<file path="src/rtl/div_param.sv">
// rtl/div_param.sv - parametrised multi-cycle restoring integer divider
//
// Purpose: signed/unsigned WIDTH-bit divide producing {remainder, quotient}.
//   One restoring step per cycle. A zero divisor is flagged instead of
//   divided. EX holds start_i high until ready_o, then drops it for at least
//   one cycle before the next request.
// Ports:
//   clk           system clock, rising edge
//   rst           asynchronous active-low reset
//   start_i       divide request, held for the whole operation
//   annul_i       abort the operation in flight
//   signed_div_i  1 = two's-complement operands
//   opdata1_i     dividend, sampled on the accepting edge
//   opdata2_i     divisor, sampled on the accepting edge
//   result_o      {remainder, quotient}, 0 unless ready_o
//   ready_o       result valid
//   busy_o        divider not idle
//   div_zero_o    result came from a zero divisor (qualified by ready_o)
// Optional feature macro: DIV_EARLY_TERM_EN (finish early when |divisor| > |dividend|)
module div_param #(
  parameter int WIDTH = 32,
  parameter int CNT_W = $clog2(WIDTH + 1)
) (
  input  logic               clk,
  input  logic               rst,
  input  logic               start_i,
  input  logic               annul_i,
  input  logic               signed_div_i,
  input  logic [WIDTH-1:0]   opdata1_i,
  input  logic [WIDTH-1:0]   opdata2_i,
  output logic [2*WIDTH-1:0] result_o,
  output logic               ready_o,
  output logic               busy_o,
  output logic               div_zero_o
);

  typedef enum logic [1:0] {S_IDLE, S_BYZERO, S_ON, S_END} state_e;

  state_e             state_q, state_d;
  logic [CNT_W-1:0]   cnt_q, cnt_d;
  logic [2*WIDTH:0]   work_q, work_d;
  logic [WIDTH-1:0]   dvsr_q, dvsr_d;
  logic               neg_quot_q, neg_quot_d;
  logic               neg_rem_q, neg_rem_d;
  logic               dz_q, dz_d;
  logic [2*WIDTH-1:0] result_q, result_d;
`ifdef DIV_EARLY_TERM_EN
  logic               early_q, early_d;
`endif

  // Operand magnitudes: MIN maps to 2^(WIDTH-1) as an unsigned value.
  logic             dvd_neg, dvs_neg;
  logic [WIDTH-1:0] dvd_mag, dvs_mag;
  assign dvd_neg = signed_div_i & opdata1_i[WIDTH-1];
  assign dvs_neg = signed_div_i & opdata2_i[WIDTH-1];
  assign dvd_mag = dvd_neg ? -opdata1_i : opdata1_i;
  assign dvs_mag = dvs_neg ? -opdata2_i : opdata2_i;

  // Restoring step: upper WIDTH+1 bits hold the partial remainder, lower
  // WIDTH bits shift the dividend out and the quotient bits in.
  logic [2*WIDTH:0] sh, step;
  logic [WIDTH:0]   diff;
  logic             ge;
  assign sh   = work_q << 1;
  assign ge   = sh[2*WIDTH:WIDTH] >= {1'b0, dvsr_q};
  assign diff = sh[2*WIDTH:WIDTH] - {1'b0, dvsr_q};
  assign step = ge ? {diff, sh[WIDTH-1:1], 1'b1} : sh;

  logic             last_step;
  logic [WIDTH-1:0] q_mag, r_mag, q_fix, r_fix;
  always_comb begin
    last_step = (cnt_q == CNT_W'(WIDTH - 1));
    q_mag     = step[WIDTH-1:0];
    // Final remainder is below the divisor, so the top bit is always zero.
    r_mag     = WIDTH'(step[2*WIDTH:WIDTH]);
`ifdef DIV_EARLY_TERM_EN
    // Early finish: quotient 0, remainder is the dividend magnitude still
    // sitting untouched in the low half of the working register.
    if (early_q) begin
      last_step = 1'b1;
      q_mag     = '0;
      r_mag     = work_q[WIDTH-1:0];
    end
`endif
    q_fix = neg_quot_q ? -q_mag : q_mag;
    r_fix = neg_rem_q  ? -r_mag : r_mag;
  end

  always_comb begin
    state_d    = state_q;
    cnt_d      = cnt_q;
    work_d     = work_q;
    dvsr_d     = dvsr_q;
    neg_quot_d = neg_quot_q;
    neg_rem_d  = neg_rem_q;
    dz_d       = dz_q;
    result_d   = result_q;
`ifdef DIV_EARLY_TERM_EN
    early_d    = early_q;
`endif
    unique case (state_q)
      S_IDLE: begin
        if (start_i && !annul_i) begin
          dvsr_d     = dvs_mag;
          work_d     = {{(WIDTH+1){1'b0}}, dvd_mag};
          cnt_d      = '0;
          neg_quot_d = dvd_neg ^ dvs_neg;
          neg_rem_d  = dvd_neg;
          dz_d       = (opdata2_i == '0);
          state_d    = (opdata2_i == '0) ? S_BYZERO : S_ON;
`ifdef DIV_EARLY_TERM_EN
          early_d    = (dvs_mag > dvd_mag);
`endif
        end
      end
      S_BYZERO: begin
        if (annul_i || !start_i) begin
          state_d = S_IDLE;
        end else begin
          result_d = '0;
          state_d  = S_END;
        end
      end
      S_ON: begin
        if (annul_i || !start_i) begin
          state_d = S_IDLE;
        end else begin
          work_d = step;
          cnt_d  = cnt_q + CNT_W'(1);
          if (last_step) begin
            result_d = {r_fix, q_fix};
            state_d  = S_END;
          end
        end
      end
      S_END: begin
        if (annul_i || !start_i) state_d = S_IDLE;
      end
      default: state_d = S_IDLE;
    endcase
  end

  always_ff @(posedge clk or negedge rst) begin
    if (!rst) begin
      state_q    <= S_IDLE;
      cnt_q      <= '0;
      work_q     <= '0;
      dvsr_q     <= '0;
      neg_quot_q <= 1'b0;
      neg_rem_q  <= 1'b0;
      dz_q       <= 1'b0;
      result_q   <= '0;
`ifdef DIV_EARLY_TERM_EN
      early_q    <= 1'b0;
`endif
    end else begin
      state_q    <= state_d;
      cnt_q      <= cnt_d;
      work_q     <= work_d;
      dvsr_q     <= dvsr_d;
      neg_quot_q <= neg_quot_d;
      neg_rem_q  <= neg_rem_d;
      dz_q       <= dz_d;
      result_q   <= result_d;
`ifdef DIV_EARLY_TERM_EN
      early_q    <= early_d;
`endif
    end
  end

  assign ready_o    = (state_q == S_END);
  assign busy_o     = (state_q != S_IDLE);
  assign result_o   = ready_o ? result_q : '0;
  assign div_zero_o = ready_o & dz_q;

endmodule
</file>
<file path="config.mk">
export PLATFORM = sky130hd
export DESIGN_NAME = div_param
export DESIGN_NICKNAME = d
export VERILOG_FILES = /design/src/rtl/div_param.sv
export SDC_FILE = /design/constraint.sdc
export NUM_CORES = 1
export LEC_CHECK = 0
export CORE_UTILIZATION = 55
export CTS_BUF_LIST = sky130_fd_sc_hd__clkbuf_8
export DETAILED_ROUTE_END_ITERATION = 8
export PLACE_DENSITY = 0.78
export SYNTH_ARGS = -nofsm -noshare
export SYNTH_HDL_FRONTEND = slang
export SYNTH_SLANG_ARGS = --single-unit
</file>
<file path="constraint.sdc">
create_clock -name clk -period 5.34 [get_ports clk]
set_input_delay 1.068 -clock clk [delete_from_list [all_inputs] [get_ports clk]]
set_output_delay 1.068 -clock clk [all_outputs]
set_load 0.005 [all_outputs]
</file>
# Word-level counts from Yosys, hierarchy flattened
# Cells that the tools add are included.
# word_totals
ff_bits	171
rom_bits	0
latchBits	0
memories	0
out_inout_bits	67
ramBits	0
# op_classes
n_eq_ne	10
shift	0
mul	0
n_lt_le_gt_ge	1
muxes	23
div_mod_pow	0
bitwise_logic	4
n_reduce_logical	13
n_addsub	6
# ops
cell	count
$mux W64	7
$pmux W64 S2	2
$mux W32	4
$neg A32 Y32	4
$ge A33 B32 Y1	1
$logic_not A32 Y1	1
$sub A32 B32 Y32	1
$mux W2	6
$mux W6	2
$pmux W6 S2	1
$ne A2 B2 Y1 const B	4
$pmux W2 S4	1
$add A6 B1 Y6 const B	1
$eq A6 B5 Y1 const B	1
$reduce_and A3 Y1	2
$reduce_bool A2 Y1	3
$eq A2 B2 Y1 const B	2
$reduce_and A4 Y1	1
$and A1 B1 Y1	3
$ne A3 B3 Y1 const B	1
$eq A2 B1 Y1 const B	1
$logic_not A1 Y1	2
$logic_not A2 Y1	1
$ne A2 B1 Y1 const B	1
other kinds (4)	4

# Longest topological paths before layout
# depth
ltp_word	7
ltp_mapped	23
ltp_nobuf	18

# Least setup slack after synthesis
# No wires, ideal clock.
# synth_timing
path_kind	reg-to-reg
startpoint	register work_q[49]
endpoint	register result_q[62]
period_less_slack_ps	4736
n_path_buf	5
path_stages_with_launch	21
arrival_ps	4606
setup_slack_ps	604
t_required_ps	5210
path_cell_list	dfrtp_1 > ha_1 > buf_2 > nand4_1 > or4_1 > o21ai_2 > or3_1 > buf_6 > buf_2 > buf_1 > clkbuf_1 > nand2_1 > o21ai_0 > ha_1 > nand3b_1 > or4_4 > a221oi_4 > o2111ai_2 > o31ai_2 > xor2_1 > o21ai_1
# synth_between
elab_chain_len	7
elab_cells_between_ends	8
cone_classes	2 x add/sub; 1 x order compare; 5 x mux
# synth_lines
element	line	source
start: declaration	41	logic [2*WIDTH:0] work_q, work_d;
start signal: assignment	159	work_q <= work_d;
$sub A32 B32 Y32 or $ge A33 B32 Y1 (tied branches)	66, 65	
$mux W64 (*)	67	assign step = ge ? {diff, sh[WIDTH-1:1], 1'b1} : sh;
$neg A32 Y32	86	r_fix = neg_rem_q ? -r_mag : r_mag;
$mux W32 (*)	86	
$mux W64 (*)	130	if (last_step) begin
$mux W64 (*)	125	if (annul_i || !start_i) begin
$pmux W64 S2 (*)	101	unique case (state_q)
end signal: assignment	164	result_q <= result_d;
end: declaration	46	logic [2*WIDTH-1:0] result_q, result_d;
# Mark *: on every way between the ends. The rest lies on a longest branch, timed or not. The select of a mux whose other input is x is not followed.
# A chain may end at the register's enable or synchronous reset.

# Worst setup path after layout
# layout_timing
startpoint	register work_q[32]
endpoint	register result_q[62]
# Same word-level chain as after synthesis.

==> run summary <==
setup slack, reg-to-reg = 0.60 ns
Slowest-stage cell, CP = dfrtp_1
Post-synth top flop = dfrtp_1
final hold vios = 0
cts bufs inserted = 17
reg2reg path depth = 16
Power Internal = 0.00443 W
fin crit share = 88.7%
Ant. Diodes = 0
syn_nets = 1667
Synth area leader = dfrtp_1
origin of the worst setup path = work_q[32]
worst-path cell chain = ha_1 -> nor2b_1 -> o2111ai_1 -> a21oi_2 -> o2111a_1 -> or3_1 -> buf_4 -> o21ai_0 -> ha_1 -> nand3b_1 -> or4_4 -> a221oi_4 -> o2111ai_2 -> o31ai_2 -> xor2_1 -> o21ai_1
Worst path top cell family by delay = compound AO/OA/AOI/OAI gates
GRT Residual Overflow = 0
min Tclk post-route = 4.74 ns
Synth Register Bits = 171
P&R area growth vs syn = 15.5%
vias in the first global route = 10200
Final setup viols = 0
CP bufs+invs = 1
DRC = 0
fin area = 14200 µm²
placed wire-length estimate = 25600 µm
max-cap viol count = 0
status = complete, no violations
Peak Freq = 211 MHz
kind of critical path = reg2reg
share of cells above drive strength 1 = 4.77%
first-pass GRT wire length = 53300 µm
Final Skew = 0.0163 ns
Final nets = 1756
Mapped Area = 12300 µm²
Register Area = 4280 µm²
crit-path max cell delay = 0.45 ns
pin count of the biggest net entering global routing = 72
RR Startpoint = work_q[32]
Die Ht = 152 µm
leak pwr = 6.00 nW
area of the multi-input gates = 7470 µm²
clock share of power = 10.0%
Net Switching = 0.00479 W
Gate power share = 64.8%
Setup crit end kind = flip-flop
CTS tree = built
Critical Path RT = 5.68 ns
cell mode on critical path = ha_1
RR Endpoint = result_q[62]
hold-fix buffers at CTS = 0
worst hold slack = 0.479 ns
gpl congestion = 0.967
Synth Instances = 1555
Post-Route WL = 33000 µm
Setup WS pre-CTS = 0.660 ns
Pre-antenna DRT Iters = 6
total number of cells along the worst setup path = 16
root buffer cell = clkbuf_8
Die Area = 23000 µm²
Min-Delay Path Depth = 2
Iter 0 DRT Violations = 1036
All-Layer GR Usage = 29.9%
Slew HR = 37.8%
PortBufs = 135
CP Launch Type = flip-flop
IO Count = 136
clock sinks = 171
setup TNS = 0 ns
Critical Path Sink = result_q[62]
DP Area = 13800 µm²
Area contributors post-synth = dfrtp_1, o21ai_0, nand2_1, xnor2_1, xor2_1
Yosys top cell area share = 34.8%
Mean Syn Cell Area = 7.91 µm²
Post-synth EDFFs = 0
Async SR Flop Fraction = 100%
worst path arrival time = 5.08 ns
Rows = 54
Unique masters post-synth = 77
clock-pin slew on the worst setup and hold paths = 0.10 ns
FILL cells = 1942
Resized cells post-CTS = 0
remaining antenna violation count after routing = 0
htree depth = 4
Seq/Total Area, Yosys = 34.8%
via count = 11400
fin. max-slew vios = 0
vias per inst = 5.90
Pwr per Cell Area = 649 nW/µm²
worst skew pair latency = 0.48 ns
Die W = 152 µm
initial core utilization = 56.2%
setup bufs post-CTS = 0
Final WS setup = 0.604 ns
initial antenna violation count = 0
core area = 21900 µm²
fin util = 64.9%
clk buf depth = 2
setup repair after global routing missed its margin = no
Crit Path Max Fanout = 28
Syn. warnings = 0
worst vdd ir = 363 µV
WL per Instance = 17.1 µm
Reg power frac = 25.1%
worst min path class = reg2reg
Sw Ratio = 52.0%
Slew @ Worst Pin = 0.933 ns
per-layer routing:
metal,GRT usage (%),wire (µm),up-vias
met5,0,0,-
met4,7.52,669,0
met3,5.99,2600,47
met2,42.9,13900,423
met1,45.6,15900,5336
li1,-,-,5626
state kept, by name, summed over array words and instances (netlist names):
signal      cells
cnt_q           6
dvsr_q         32
dz_q            1
neg_quot_q      1
neg_rem_q       1
result_q       64
state_q         2
work_q         64
synthesized netlist by cell type, types with 3 or more instances:
cell,n
nor4_1,19
nand4b_1,3
nor4b_1,4
ha_1,42
or3_1,22
inv_1,55
buf_6,3
o31ai_1,26
or4_1,9
o21bai_1,5
a21oi_1,113
a22o_1,8
xor2_1,65
nand2b_1,6
nor3_1,32
mux2i_1,16
a211oi_1,9
o21ai_0,207
o211ai_1,9
dfrtp_1,171
o21a_1,5
nand3b_1,3
a21boi_0,4
nor2b_1,5
nor2_1,102
and2_1,74
clkbuf_1,64
nand2_1,259
or2_2,5
buf_1,7
o21ai_1,11
buf_2,8
a22oi_1,3
nand4_1,18
a311oi_1,3
xnor2_1,72
a31oi_1,9
nand3_1,13
o41ai_1,10
a21o_1,9
layout by cell type, fill, tap and decap left out, drive strengths merged, types with 4 or more instances in the layout:
cell / n
nand2: 259
clkinv: 5
mux2i: 16
o211ai: 9
o21a: 5
nor2b: 5
a21oi: 114
o41ai: 10
nand3: 13
ha: 42
inv: 63
or2: 6
a21o: 9
or4: 10
a21boi: 4
xnor2: 72
nor4b: 4
or3: 22
buf: 19
clkdlybuf4s50: 134
and2: 75
o31ai: 27
dfrtp: 171
a22o: 8
nor3: 32
a211oi: 10
o21ai: 219
nor4: 20
xor2: 65
nand4: 18
a31oi: 10
o21bai: 5
clkbuf: 18
nand2b: 6
nor2: 103
final cells by class:
type                    count  share of cell area [%]
inverters                  56                    1.48
multi-input cells        1245                    52.6
repair buffers            153                    10.5
clock buffers              18                    1.74
well taps                 280                    2.47
flip-flops and latches    171                    30.1
clock inverters            14                    1.05
power groups by stage:
stage / sequential [W] / combinational, W / clock [W]
6_report: 0.00232 / 0.00598 / 0.000925
5_1_grt: 0.00238 / 0.00661 / 0.000998
4_1_cts: 0.00230 / 0.00588 / 0.000933
3_5_place_dp: 0.00233 / 0.00586 / 0
3_3_place_gp: 0.00230 / 0.00578 / 0
2_1_floorplan: 0.00214 / 0.00434 / 0
cells by family (layout without fill, tap and decap cells):
kind of cell / after synthesis / count (layout) / share of synthesized area [%]
buf+inv: 139 / 241 / 4.54
compound gates: 461 / 461 / 22.5
simple gates: 588 / 588 / 22.6
fa+ha+maj: 43 / 43 / 4.44
mux: 16 / 16 / 1.30
flops: 171 / 171 / 34.8
xor+xnor: 137 / 137 / 9.76
worst min-delay path by stage:
| stage | to | start |
|---|---|---|
| after floorplan | dz_q | dz_q |
| after global placement | dz_q | dz_q |
| after detailed placement | result_q[11] | result_q[11] |
| after CTS | result_q[55] | result_q[55] |
| after global routing | result_q[55] | result_q[55] |
| final | result_q[55] | result_q[55] |
worst min-delay path: stages, from the launching register on:
cell and delay [ns]:
dfrtp_1 0.35, nand2_1 0.04, o21ai_0 0.06
stage by stage:
step | cells | total power, W
floorplan | 1555 | 0.00647
CTS | 1937 | 0.00911
detailed placement | 1905 | 0.00819
global placement | 1905 | 0.00808
global route | 1937 | 0.00999
finish | 1937 | 0.00922
No activity file was read; power rests on OpenSTA's default activity.
